## src/rtl/risc_pkg.sv

```systemverilog
// Shared definitions for the fetch stage and the control unit:
// instruction width, fetch FSM states and ALU control encodings.
package risc_pkg;

    localparam int OPCODE_W = 17;

    typedef enum logic [1:0] {
        S_REQ   = 2'b00,
        S_HOLD  = 2'b01,
        S_FLUSH = 2'b10,
        S_HALT  = 2'b11
    } fetch_state_t;

    localparam logic [2:0] ALU_ADD = 3'b001;
    localparam logic [2:0] ALU_SUB = 3'b010;
    localparam logic [2:0] ALU_AND = 3'b011;
    localparam logic [2:0] ALU_OR  = 3'b100;

endpackage

```

## src/rtl/fetch_watchdog.sv

```systemverilog
// Counts consecutive cycles a fetch request waits without an ack and
// flags expiry; instantiated by instr_fetch only under FETCH_TIMEOUT_EN.
module fetch_watchdog #(
    parameter int TIMEOUT_CYC = 15
) (
    input  logic clk,
    input  logic rst_n,
    input  logic clear,
    input  logic tick,
    output logic expired
);
    localparam int CNT_W = $clog2(TIMEOUT_CYC + 1);

    logic [CNT_W-1:0] cnt_r;

    // Expiry fires on the cycle that would complete the TIMEOUT_CYC-th wait
    always_comb begin
        expired = tick && !clear && (cnt_r == CNT_W'(TIMEOUT_CYC - 1));
    end

    // Wait counter, restarted whenever a new request begins or data returns
    always_ff @(posedge clk) begin
        if (!rst_n) begin
            cnt_r <= '0;
        end else if (clear) begin
            cnt_r <= '0;
        end else if (tick) begin
            cnt_r <= cnt_r + CNT_W'(1);
        end else begin
            cnt_r <= cnt_r;
        end
    end

endmodule

```

## src/rtl/instr_fetch.sv

```systemverilog
// Instruction fetch stage: PC, imem req/ack handshake, instruction register,
// stall and branch redirect with in-flight flush. Ack timeout under FETCH_TIMEOUT_EN.
module instr_fetch
    import risc_pkg::*;
#(
    parameter int                ADDR_W      = 8,
    parameter int                OPCODE_W    = 17,
    parameter logic [ADDR_W-1:0] PC_RESET    = '0,
    parameter int                TIMEOUT_CYC = 15
) (
    input  logic                clk,
    input  logic                rst_n,
    output logic                imem_req,
    output logic [ADDR_W-1:0]   imem_addr,
    input  logic                imem_ack,
    input  logic [OPCODE_W-1:0] imem_rdata,
    input  logic                stall,
    input  logic                branch_valid,
    input  logic [ADDR_W-1:0]   branch_target,
    output logic [OPCODE_W-1:0] opcode,
    output logic                opcode_valid,
    output logic [ADDR_W-1:0]   pc_out,
    output logic                fetch_err
);
    fetch_state_t          state_r, state_s;
    logic [ADDR_W-1:0]     pc_r, pc_s;
    logic [ADDR_W-1:0]     addr_r;
    logic [ADDR_W-1:0]     pc_out_r;
    logic [OPCODE_W-1:0]   opcode_r;
    logic                  req_r;
    logic                  valid_r, valid_s;
    logic                  err_r;
    logic                  capture_s;
    logic                  ack_s;
    logic                  timeout_s;

    assign ack_s = req_r && imem_ack;

`ifdef FETCH_TIMEOUT_EN
    logic wd_clear_s;
    logic wd_tick_s;

    // A wait restarts when no request is out, data returns, or a branch opens a flush
    always_comb begin
        wd_clear_s = !req_r || ack_s || ((state_r == S_REQ) && branch_valid);
        wd_tick_s  = req_r && !ack_s;
    end

    fetch_watchdog #(
        .TIMEOUT_CYC (TIMEOUT_CYC)
    ) u_watchdog (
        .clk     (clk),
        .rst_n   (rst_n),
        .clear   (wd_clear_s),
        .tick    (wd_tick_s),
        .expired (timeout_s)
    );
`else
    assign timeout_s = 1'b0;
`endif

    // Next-state, next-PC and capture decisions
    always_comb begin
        state_s   = state_r;
        pc_s      = pc_r;
        valid_s   = valid_r;
        capture_s = 1'b0;
        case (state_r)
            S_REQ: begin
                if (timeout_s) begin
                    state_s = S_HALT;
                end else if (branch_valid) begin
                    pc_s    = branch_target;
                    valid_s = 1'b0;
                    // Only a request still awaiting its ack needs flushing
                    state_s = (ack_s || !req_r) ? S_REQ : S_FLUSH;
                end else if (ack_s) begin
                    capture_s = 1'b1;
                    pc_s      = pc_r + ADDR_W'(1);
                    valid_s   = 1'b1;
                    state_s   = S_HOLD;
                end else begin
                    state_s = S_REQ;
                end
            end
            S_HOLD: begin
                if (branch_valid) begin
                    pc_s    = branch_target;
                    valid_s = 1'b0;
                    state_s = S_REQ;
                end else if (!stall) begin
                    valid_s = 1'b0;
                    state_s = S_REQ;
                end else begin
                    state_s = S_HOLD;
                end
            end
            S_FLUSH: begin
                if (branch_valid) begin
                    pc_s = branch_target;
                end else begin
                    pc_s = pc_r;
                end
                if (timeout_s) begin
                    state_s = S_HALT;
                end else if (ack_s) begin
                    state_s = S_REQ;
                end else begin
                    state_s = S_FLUSH;
                end
            end
            S_HALT: begin
                valid_s = 1'b0;
                state_s = S_HALT;
            end
            default: begin
                valid_s = 1'b0;
                state_s = S_REQ;
            end
        endcase
    end

    // State, PC, request and instruction-register updates
    always_ff @(posedge clk) begin
        if (!rst_n) begin
            state_r  <= S_REQ;
            pc_r     <= PC_RESET;
            req_r    <= 1'b0;
            addr_r   <= PC_RESET;
            opcode_r <= '0;
            valid_r  <= 1'b0;
            pc_out_r <= '0;
            err_r    <= 1'b0;
        end else begin
            state_r <= state_s;
            pc_r    <= pc_s;
            valid_r <= valid_s;
            req_r   <= (state_s == S_REQ) || (state_s == S_FLUSH);
            err_r   <= err_r || timeout_s;
            if (state_s == S_REQ) begin
                addr_r <= pc_s;
            end else begin
                addr_r <= addr_r;
            end
            if (capture_s) begin
                opcode_r <= imem_rdata;
                pc_out_r <= pc_r;
            end else begin
                opcode_r <= opcode_r;
                pc_out_r <= pc_out_r;
            end
        end
    end

    assign imem_req     = req_r;
    assign imem_addr    = addr_r;
    assign opcode       = opcode_r;
    assign opcode_valid = valid_r;
    assign pc_out       = pc_out_r;
    assign fetch_err    = err_r;

endmodule
```

## config.mk

```make
export PLATFORM = sky130hd
export DESIGN_NAME = instr_fetch
export DESIGN_NICKNAME = d
export VERILOG_FILES = /design/src/rtl/risc_pkg.sv /design/src/rtl/fetch_watchdog.sv /design/src/rtl/instr_fetch.sv
export SDC_FILE = /design/constraint.sdc
export NUM_CORES = 1
export LEC_CHECK = 0
export CAP_MARGIN = 25
export CORE_UTILIZATION = 52
export CTS_BUF_LIST = sky130_fd_sc_hd__clkbuf_8
export DETAILED_ROUTE_END_ITERATION = 8
export PLACE_DENSITY = 0.86
export SYNTH_ARGS = -nofsm -noshare
export SYNTH_HDL_FRONTEND = slang
export SYNTH_SLANG_ARGS = --single-unit
```

## constraint.sdc

```tcl
create_clock -name clk -period 4.1 [get_ports clk]
set_input_delay 1.025 -clock clk [delete_from_list [all_inputs] [get_ports clk]]
set_output_delay 1.025 -clock clk [all_outputs]
set_load 0.01 [all_outputs]
```

* After elaboration in Yosys (flattened, before gate mapping)
Cells that the tools add are included.
Storage, ports and cells: memories 0, logic and storage cells 42, input bits 30, output and inout bits 36, bits in registers 45, latch bits 0, memory bits (writable) 0, bits in read-only memories 0
Operators by class: equality and inequality tests 6, shift operators 0, multipliers 0, $lt $le $gt $ge 0, bitwise logic cells 0, mux-type cells 19, $add $sub $neg 1, reductions and logical operators 9, div/mod/pow operators 0
Operator list (count):
- two-way mux 8 bit | 3
- one-hot mux 8 bit (2 select lines) | 1
- two-way mux 1 bit | 10
- adder 8 x 1 -> 8 bit, second input constant | 1
- one-hot mux 2 bit (4 select lines) | 1
- equality test 2 bit, second input constant | 3
- two-way mux 2 bit | 3
- inequality test 3 bit, second input constant | 2
- logical NOT 2 bit | 2
- one-hot mux 1 bit (3 select lines) | 1
- AND reduction 3 bit | 1
- nonzero test 3 bit | 1
- equality test 2 x 1 -> 1 bit, second input constant | 1
- logical OR 1 bit | 2
- OR reduction 2 bit | 1
- logical AND 1 bit | 1
- logical NOT 1 bit | 1

* Logic depth before layout (Yosys ltp)
Gate-level depths: netlist of run 1.
depth in word-level cells 7, mapped depth 8, gate-level depth less buffers 6

* Least setup slack after synthesis of run 1
OpenSTA, ideal clock, no wires.
kind input to register, start point in branch_valid, end point reg addr_r[6], in the netlist imem_addr[6], arrival time 2.065 ns, stages 5, setup slack 1.914 ns, setup time 0.121 ns, cells stage by stage buf_2 > nand3b_1 > a22o_1 > nand3_1 > mux2_2
Between the ends: word-level cells in the longest chain between the ends 3, elaborated cells on any way between the ends 7, classes of those cells 6 x mux; 1 x reduce/logical
RTL lines:
- start, declared | line instr_fetch.sv:18 | input logic branch_valid,
- two-way mux 1 bit / two-way mux 2 bit (equally long branches) | line instr_fetch.sv:87, instr_fetch.sv:72
- one-hot mux 2 bit (4 select lines) | line instr_fetch.sv:68 | case (state_r)
- logical NOT 2 bit | line instr_fetch.sv:140 | if (state_s == S_REQ) begin
- end signal, assigned | line instr_fetch.sv:141 | addr_r <= pc_s;
- end signal, assigned | line instr_fetch.sv:143 | addr_r <= addr_r;
- end, declared | line instr_fetch.sv:27 | logic [ADDR_W-1:0] addr_r;
Several ways; a longest one is shown, not always the timed one. A chain may end at the register's enable or synchronous reset.

* Worst setup path in the final report of run 1
start point in branch_valid, end point reg addr_r[3], in the netlist imem_addr[3]
Same word-level chain as after synthesis.

==> results of run 1 <==
## worst max path at each step
stage	startpoint	to	slack (ns)	depth (start not counted)
after global routing	branch_valid	imem_addr[3]	1.16	5
final	branch_valid	imem_addr[3]	1.26	5
after CTS	branch_valid	imem_addr[3]	1.32	5
after detailed placement	branch_valid	imem_addr[6]	1.05	5
after floorplan	branch_valid	imem_addr[6]	1.91	5
after global placement	branch_valid	imem_addr[6]	1.06	5
## sequential cells by signal, summed over array words and instances, names as in the netlist
name          cells
state_r           2
imem_addr         8
pc_r              8
imem_req          1
opcode_valid      1
opcode           17
pc_out            8
## synth_stat cells, types with 2 or more instances
cell type | count | area share (%)
a32oi_1 | 2 | 0.83
o21bai_1 | 2 | 0.71
o21a_1 | 3 | 1.1
buf_4 | 2 | 0.71
nand3b_1 | 3 | 1.1
a21oi_1 | 35 | 8.3
ha_1 | 5 | 2.9
inv_1 | 7 | 1.2
nor2_1 | 11 | 1.9
a31oi_1 | 5 | 1.5
o21ai_0 | 6 | 1.4
o221ai_1 | 2 | 0.83
dfxtp_1 | 45 | 42
and2_1 | 3 | 0.89
a311oi_1 | 2 | 0.83
nor2b_1 | 4 | 1.2
a21o_1 | 2 | 0.71
a22o_1 | 2 | 0.83
nand2b_1 | 2 | 0.59
nor4_1 | 2 | 0.59
nand3_1 | 6 | 1.4
o31ai_1 | 2 | 0.71
o22ai_1 | 5 | 1.5
nor3_1 | 3 | 0.71
nand2_1 | 61 | 11
buf_2 | 9 | 2.1
clkbuf_1 | 8 | 1.4
## kinds of logic after synthesis
logic type | after synthesis
other cells | 1
buf+inv | 26
flops | 45
compound gates | 81
fa+ha+maj | 5
mux | 1
simple gates | 106
## where the power goes
| part | internal (mW) | switching, mW | total, mW | leakage, nW |
|---|---|---|---|---|
| Sequential | 0.466 | 0.0297 | 0.496 | 0.367 |
| Clock | 0.152 | 0.147 | 0.299 | 0.0542 |
| Combinational | 0.109 | 0.109 | 0.217 | 0.601 |
| Total | 0.727 | 0.285 | 1.01 | 1.02 |
## through the flow
step	util, %	hold WS, ns
after floorplan	-	0.449
after global placement	72.5	0.441
after detailed placement	72.5	0.446
after CTS	75.2	0.457
after global routing	75.2	0.469
final	75.2	0.455
## layout make-up
cell class                 count  share of cell area, %
clock buffer                   7                   3.37
clock inverter                 1                  0.175
inverter                       7                  0.920
multi-input combinational    194                   38.7
sequential                    45                   31.6
tap                           48                   2.10
timing repair buffer          67                   23.2
## routing by layer
metal / part of all wire, % / vias to the layer above / track usage [%] / routed length (um)
met5: 0 / - / 0 / 0
li1: - / 1046 / - / -
met4: 1.4 / 0 / 10.6 / 82
met1: 44 / 950 / 38.1 / 2540
met2: 46 / 116 / 43.5 / 2620
met3: 8.7 / 16 / 6.21 / 497
## cells in the final DEF (no fill, tap or decap), drive strengths merged, types with 2 or more instances in the layout
master         instances
a21oi                 35
a21o                   2
o221ai                 2
o21a                   3
nand4                  2
nor3                   4
inv                    7
nand2b                 2
nor2                  11
nand3b                 3
ha                     5
clkbuf                 7
a31oi                  5
nand2                 61
a22o                   2
dfxtp                 45
nor2b                  4
a311oi                 2
o21bai                 2
o22ai                  5
o31ai                  2
buf                    3
nor4                   2
clkdlybuf4s50         64
and2                   3
nand3                  7
o21ai                  7
a32oi                  2
## critical path: stages
cell,delay [ns]
clkdlybuf4s50_1,0.78
nand3b_1,0.37
a22oi_1,0.36
nor3_2,0.15
a311oi_1,0.33
==> metrics.csv, run 1 <==
stage,metric,value,unit
worst_setup_path,rr_worst_depth,6,
cts,clock_latency,0.30,ns
grt,grt_usage,28.2,%
synthesis,synth_flop_cell,dfxtp_1,
sta,tightest_slew,0.715,ns
synthesis,synth_warnings,0,
power_and_ir_drop,p_leak,1.02,nW
drt,dr.pass1.iters,9,
min_path,hold_path_end,pc_out[7],
synthesis,muxShareOfSynthArea,0.531,%
run,drv_cap,0,
die,dieWidth,65.9,um
final_layout,num-fill-cells,302,
synthesis,ys_ff_latch,45,
sta,setup_viol,0,
sta,setup_ws,1.26,ns
synthesis,synth_nets,300,
worst_setup_path,critPathArrivalTime,3.02,ns
place,gp_congestion,0.933,
final_layout,final_nets,355,
drt,antenna_left,0,
cts,cts_buffers,5,
cts,tritoncts,done,
final_layout,drive_gt1_share,5.30,%
die,dieArea,4340,um^2
drt,drt_iter0_drc,204,
synthesis,yosysUniqueCellTypes,53,
grt,grt_pass1_wl,9210,um
cts,htreeDepth,2,
cts,clockRootBuffer,clkbuf_8,
drt,drc_errors,0,
final_layout,areaGrowthSynthToFinish,34.6,%
synthesis,synth_top_family_by_area,compound AO/OA/AOI/OAI gates,
die,io_pins,66,
status,run_status,"complete, no violations",
grt,globalRoute.totalOverflow,0,
synthesis,synthAdderAreaFrac,2.95,%
synthesis,avgSynthCellArea,8.00,um^2
worst_setup_path,rr_startpoint,state_r[0],
die,fp-row-count,22,
power_and_ir_drop,total_power,1.01,mW
power_and_ir_drop,powerDensity,354,nW/um^2
final_layout,finalInstanceArea,2860,um^2
cts,cts.reportedPaths.clkPinSlew,0.08,ns
synthesis,syn_inst,265,
worst_setup_path,crit_type,in -> reg,
min_path,worstHoldStart,pc_out[7],
sta,min_period,2.84,ns
place,port_buffers,64,
sta,final_max_slew_viol_count,0,
cts,hold_buffers,0,
grt,antenna_found_initial,0,
drt,wl_per_cell,15.6,um
cts,clockBufferDepth,2,
synthesis,synth_edf_count,0,
cts,postCtsSetupBuffers,0,
synthesis,yosys.area_share.simple,24.0,%
worst_setup_path,cp-end-kind,flop,
final_layout,multiInputGateArea,1100,um^2
cts,clock-sinks,45,
die,core_area,3800,um^2
synthesis,synthArstFlopShare,0,%
drt,num_vias,2128,
min_path,min-delay-path-class,reg -> reg,
grt,grt_max_degree,26,
final_layout,fin_cells,369,
sta,max_slew_margin,52.2,%
min_path,min_path_cells,2,
synthesis,synth_compound_area_share,24.4,%
final_layout,antenna_cells,0,
sta,fin_crit_sh,69.2,%
sta,tns,0,ns
die,start_util,55.8,%
power_and_ir_drop,ir_worst_vdd,0.000231,V
worst_setup_path,r2r_end,imem_addr[3],
sta,rsz0062_at_grt,no,
synthesis,ys_seq_area_share,42.5,%
place,dp_hpwl,3940,um
sta,max_freq,0.353,GHz
worst_setup_path,r2r_setup_slack,1.92,ns
worst_setup_path,path_max_fanout,21,
worst_setup_path,critPathLaunchType,input pin,
sta,hold_viol,0,
place,post-place-cells,361,
place,pre_cts_ws,1.05,ns
die,fp.dieH,65.9,um
synthesis,synth_area,2120,um^2
sta,finClkSkew,0.00355,ns
synthesis,synthXorXnorAreaFrac,0,%
grt,grt_pass1_vias,1914,
worst_setup_path,required,4.28,ns
place,placed_area,2750,um^2
final_layout,regArea,901,um^2
drt,vias_per_cell,5.77,
drt,drt-total-wl,5740,um
cts,ctsResizeCount,0,
No activity file was read; power rests on OpenSTA's default activity.
==> run 2: changes to the inputs <==
- CORE_UTILIZATION: 52 -> 43
- PLACE_DENSITY: 0.86 -> 0.76
- clock period: 4.1 -> 2.5 ns (I/O delays scaled with it)
==> run 2 against run 1 <==
  * Combinational power up 74%
  * Critical path depth down 4
  * Clock skew up 0.0013 ns
  * Count of clock-buffer cells in the layout down 1
==> metrics.csv, run 2 (same netlist as run 1, synthesis figures left out) <==
stage,metric,value,unit
die,core_area,4720,um^2
drt,antenna_left,0,
drt,wl_per_cell,14.7,um
cts,clock_latency,0.29,ns
power_and_ir_drop,power_switching,0.474,mW
worst_setup_path,critPathArrivalTime,1.53,ns
worst_setup_path,worst_path_largest_cell_delay,0.63,ns
power_and_ir_drop,clockPowerShare,28.2,%
grt,antenna_found_initial,0,
worst_setup_path,crit_path_cell_trace,clkdlybuf4s50_1,
sta,tightest_slew,0.647,ns
power_and_ir_drop,powerDensity,560,nW/um^2
final_layout,areaGrowthSynthToFinish,39.5,%
cts,ctsResizeCount,0,
worst_setup_path,required,1.88,ns
grt,grt_pass1_wl,9580,um
min_path,min-delay-path-class,reg -> reg,
cts,hold_buffers,0,
worst_setup_path,crit_type,reg -> out,
drt,drc_errors,0,
die,fp-row-count,25,
die,dieWidth,72.2,um
drt,num_vias,2176,
power_and_ir_drop,pwr-share-comb,22.7,%
cts,cts_buffers,5,
final_layout,layout_common_cells,"clkdlybuf4s50_1 (64), nand2_1 (61), dfxtp_1 (45)",
power_and_ir_drop,ir_worst_vdd,0.000507,V
sta,max_slew_margin,56.9,%
sta,min_period,2.15,ns
sta,rsz0062_at_grt,no,
run,drv_cap,0,
place,port_buffers,64,
die,start_util,44.9,%
drt,drt_iter0_drc,258,
worst_setup_path,cp-end-kind,output port,
sta,whs,0.454,ns
power_and_ir_drop,seq_power_share,49.0,%
worst_setup_path,slowest_stage,clkdlybuf4s50_1,
sta,setup_viol,0,
final_layout,antenna_cells,0,
sta,hold_viol,0,
sta,tns,0,ns
grt,grt_pass1_vias,1938,
place,dp_hpwl,4150,um
cts,clockRootBuffer,clkbuf_8,
cts,cts.reportedPaths.clkPinSlew,0.09,ns
status,run_status,"complete, no violations",
cts,postCtsSetupBuffers,0,
drt,vias_per_cell,5.49,
worst_setup_path,cp.buffers_inverters,1,
power_and_ir_drop,power.share.switching,28.6,%
power_and_ir_drop,p_leak,1.07,nW
sta,final_max_slew_viol_count,0,
cts,htreeDepth,2,
worst_setup_path,critPathLaunchType,flop,
drt,drt-total-wl,5810,um
final_layout,layout_commonest_cell,clkdlybuf4s50_1,
grt,grt_usage,23.5,%
drt,dr.pass1.iters,5,
place,gp_congestion,0.980,
worst_setup_path,critical-path-top-delay-family,buffers and inverters,
sta,finClkSkew,0.00481,ns
worst_setup_path,path_max_fanout,12,
grt,grt_max_degree,26,
sta,fin_crit_sh,86.1,%
final_layout,drive_gt1_share,7.60,%
power_and_ir_drop,intPower,1.18,mW
final_layout,final_nets,363,
sta,max_freq,0.465,GHz
die,dieArea,5220,um^2
cts,clockBufferDepth,2,
die,fp.dieH,72.2,um
cts,clock-sinks,45,
final_layout,largest_reg_flops,17,
grt,globalRoute.totalOverflow,0,
cts,tritoncts,done,
die,io_pins,66,
-- run 2: cell count changes in the layout (fill, tap and decap cells not counted) --
| cell | before | now |
|---|---|---|
| buf_12 | 0 | 2 |
| buf_4 | 3 | 9 |
| clkbuf_8 | 7 | 6 |
| clkinv_4 | 0 | 1 |
-- run 2: worst paths after layout --
path	start	to	slack [ns]	cells after the start
setup reg to reg	state_r[0]	imem_addr[4]	0.42	7
setup / recovery	imem_req	imem_req	0.35	1
hold reg to reg	opcode[6]	opcode[6]	0.45	2
hold / removal	opcode[6]	opcode[6]	0.45	2
-- run 2: cell type report --
cell class,count,area [um^2]
tap,67,83.8
multi-input combinational,194,1100
clock buffer,6,82.6
timing repair buffer,75,748
sequential,45,901
fill,429,1760
clock inverter,2,13.8
inverter,7,26.3
-- run 2: per-layer routing --
metal	vias up	global-route usage [%]	share of wire (%)
li1	1065	-	-
met4	0	5.66	1.0
met3	9	5.28	7.4
met5	-	0	0
met2	103	36.1	46
met1	999	33.6	45
-- run 2: power by group through the flow --
stage	Sequential, mW	Clock, mW	Combinational [mW]
2_1_floorplan	0.827	0	0.186
3_3_place_gp	0.830	0	0.371
3_5_place_dp	0.828	0	0.370
4_1_cts	0.812	0.480	0.374
5_1_grt	0.820	0.521	0.410
6_report	0.813	0.468	0.377
-- run 2: stage by stage --
stage | total power, mW | setup slack, ns | area, um^2 | util, % | cells
2_1_floorplan | 1.01 | 0.643 | 2120 | - | 265
3_3_place_gp | 1.20 | 0.127 | 2860 | 60.6 | 388
3_5_place_dp | 1.20 | 0.123 | 2860 | 60.6 | 388
4_1_cts | 1.67 | 0.352 | 2960 | 62.6 | 396
5_1_grt | 1.75 | 0.223 | 2960 | 62.6 | 396
6_report | 1.66 | 0.348 | 2960 | 62.6 | 396
==> run 3: changes to the inputs <==
- PLACE_DENSITY: 0.76 -> 0.83
- SLEW_MARGIN: not set -> 40
==> run 3 against run 2 <==
  * Clock skew grew 0.0017 ns
  * Non-clock buffer count fell by 3
  * Critical path depth is the same
  * Cell area shrank 0.97%
  * Total power is 1.0% lower
  * Die area did not move
  * Final cell count decreased by 0.76%
  * Worst setup slack got worse by 0.041 ns
  * First-iteration DRC count fell by 43%
  * Via count down 0.28%
==> metrics.csv, run 3 (same netlist as run 1, synthesis figures left out) <==
stage,metric,value,unit
final_layout,areaGrowthSynthToFinish,38.2,%
sta,tns,0,ns
power_and_ir_drop,ir_worst_vdd,0.000306,V
worst_setup_path,cp-end-kind,output port,
die,dieArea,5220,um^2
final_layout,fin_cells,393,
final_layout,layout_commonest_cell,clkdlybuf4s50_1,
power_and_ir_drop,intPower,1.15,mW
grt,antenna_found_initial,0,
cts,clock_latency,0.30,ns
worst_setup_path,worst_path_largest_cell_delay,0.63,ns
grt,top_usage_layer,met2,
cts,clock-sinks,45,
worst_setup_path,critPathArrivalTime,1.57,ns
die,fp.dieH,72.2,um
drt,num_vias,2170,
cts,clockBufferDepth,2,
grt,grt_util_met3,5.69,%
power_and_ir_drop,clockPowerShare,27.9,%
worst_setup_path,path_max_fanout,12,
power_and_ir_drop,seq_power_share,49.6,%
sta,fin_crit_sh,87.7,%
grt,globalRoute.totalOverflow,0,
sta,finClkSkew,0.00648,ns
sta,rsz0062_at_grt,no,
sta,max_freq,0.456,GHz
sta,min_period,2.19,ns
drt,drc_errors,0,
sta,hold_viol,0,
die,start_util,44.9,%
drt,vias_per_cell,5.52,
grt,grt_usage,23.4,%
cts,cts.reportedPaths.clkPinSlew,0.09,ns
grt,grt_pass1_vias,2025,
grt,grt_pass1_wl,9450,um
final_layout,final_nets,360,
power_and_ir_drop,powerDensity,560,nW/um^2
grt,grt_max_degree,27,
sta,final_max_slew_viol_count,0,
sta,tightest_slew,0.652,ns
cts,cts_buffers,5,
worst_setup_path,slowest_stage,dfxtp_1,
worst_setup_path,required,1.88,ns
grt,met2_usage,37.1,%
sta,max_slew_margin,56.5,%
place,gp_congestion,0.902,
drt,drt_iter0_drc,147,
cts,tritoncts,done,
cts,postCtsSetupBuffers,0,
place,port_buffers,64,
place,post-place-cells,385,
die,dieWidth,72.2,um
cts,clockRootBuffer,clkbuf_8,
place,dp_hpwl,4190,um
worst_setup_path,crit_path_cell_trace,clkdlybuf4s50_1,
cts,ctsResizeCount,0,
final_layout,largest_reg_flops,17,
sta,setup_viol,0,
power_and_ir_drop,total_power,1.64,mW
drt,antenna_left,0,
worst_setup_path,crit_type,reg -> out,
die,io_pins,66,
die,fp-row-count,25,
drt,drt-total-wl,5920,um
die,core_area,4720,um^2
final_layout,antenna_cells,0,
power_and_ir_drop,power_switching,0.488,mW
status,run_status,"complete, no violations",
final_layout,num-fill-cells,414,
sta,whs,0.457,ns
drt,dr.pass1.iters,4,
power_and_ir_drop,p_leak,1.04,nW
final_layout,layout_common_cells,"clkdlybuf4s50_1 (64), nand2_1 (61), dfxtp_1 (45)",
power_and_ir_drop,pwr-share-comb,22.5,%
run,drv_cap,0,
final_layout,final_util,62.0,%
worst_setup_path,critical-path-top-delay-family,flip-flops,
grt,use_met1,30.3,%
worst_setup_path,critPathLaunchType,flop,
final_layout,drive_gt1_share,6.75,%
drt,wl_per_cell,15.1,um
cts,htreeDepth,2,
power_and_ir_drop,power.share.switching,29.7,%
min_path,min-delay-path-class,reg -> reg,
worst_setup_path,cp.buffers_inverters,1,
cts,hold_buffers,0,
-- run 3: cell count changes in the layout (fill, tap and decap cells not counted) --
cell	change
clkbuf_8	-1
buf_4	-3
clkinv_4	-1
clkinvlp_4	+1
inv_6	+1
-- run 3: routing by layer --
layer  routed length [um]  vias to the layer above
met2                 2710                       95
met4                  138                        0
met3                  440                       13
li1                     -                     1055
met5                    0                        -
met1                 2620                     1007
-- run 3: worst paths after layout --
kind | startpoint | to | slack [ns] | depth (start not counted)
max reg2reg | state_r[0] | imem_addr[5] | 0.33 | 6
min reg2reg | pc_out[3] | pc_out[3] | 0.46 | 2
max | imem_req | imem_req | 0.31 | 1
min | pc_out[3] | pc_out[3] | 0.46 | 2
-- run 3: layout make-up --
class                           instances  area, um^2  area share, %
Multi-Input combinational cell        194        1100           37.7
Sequential cell                        45         901           30.7
Timing Repair Buffer                   72         726           24.8
Tap cell                               67        83.8           2.86
Clock buffer                            5        68.8           2.35
Inverter                                7        26.3          0.897
Clock inverter                          3        21.3          0.726
-- run 3: tightest hold or removal path, delay by kind of cell, from the launching register on --
| kind | cells | cell delay [ns] |
|---|---|---|
| DFF | 1 | 0.32 |
| AOI/OAI and AO/OA | 1 | 0.05 |
| and+or+nand+nor | 1 | 0.05 |
-- run 3: through the flow --
step | worst slack [ns] | area (um^2)
floorplan | 0.643 | 2120
global placement | 0.120 | 2840
detailed placement | 0.0816 | 2840
CTS | 0.333 | 2930
global route | 0.170 | 2930
finish | 0.307 | 2930
-- run 3: power by group through the flow --
stage	Sequential, mW	Combinational [mW]	Clock [mW]
global route	0.820	0.401	0.494
floorplan	0.827	0.186	0
finish	0.814	0.368	0.458
global placement	0.829	0.359	0
detailed placement	0.829	0.363	0
CTS	0.813	0.366	0.466
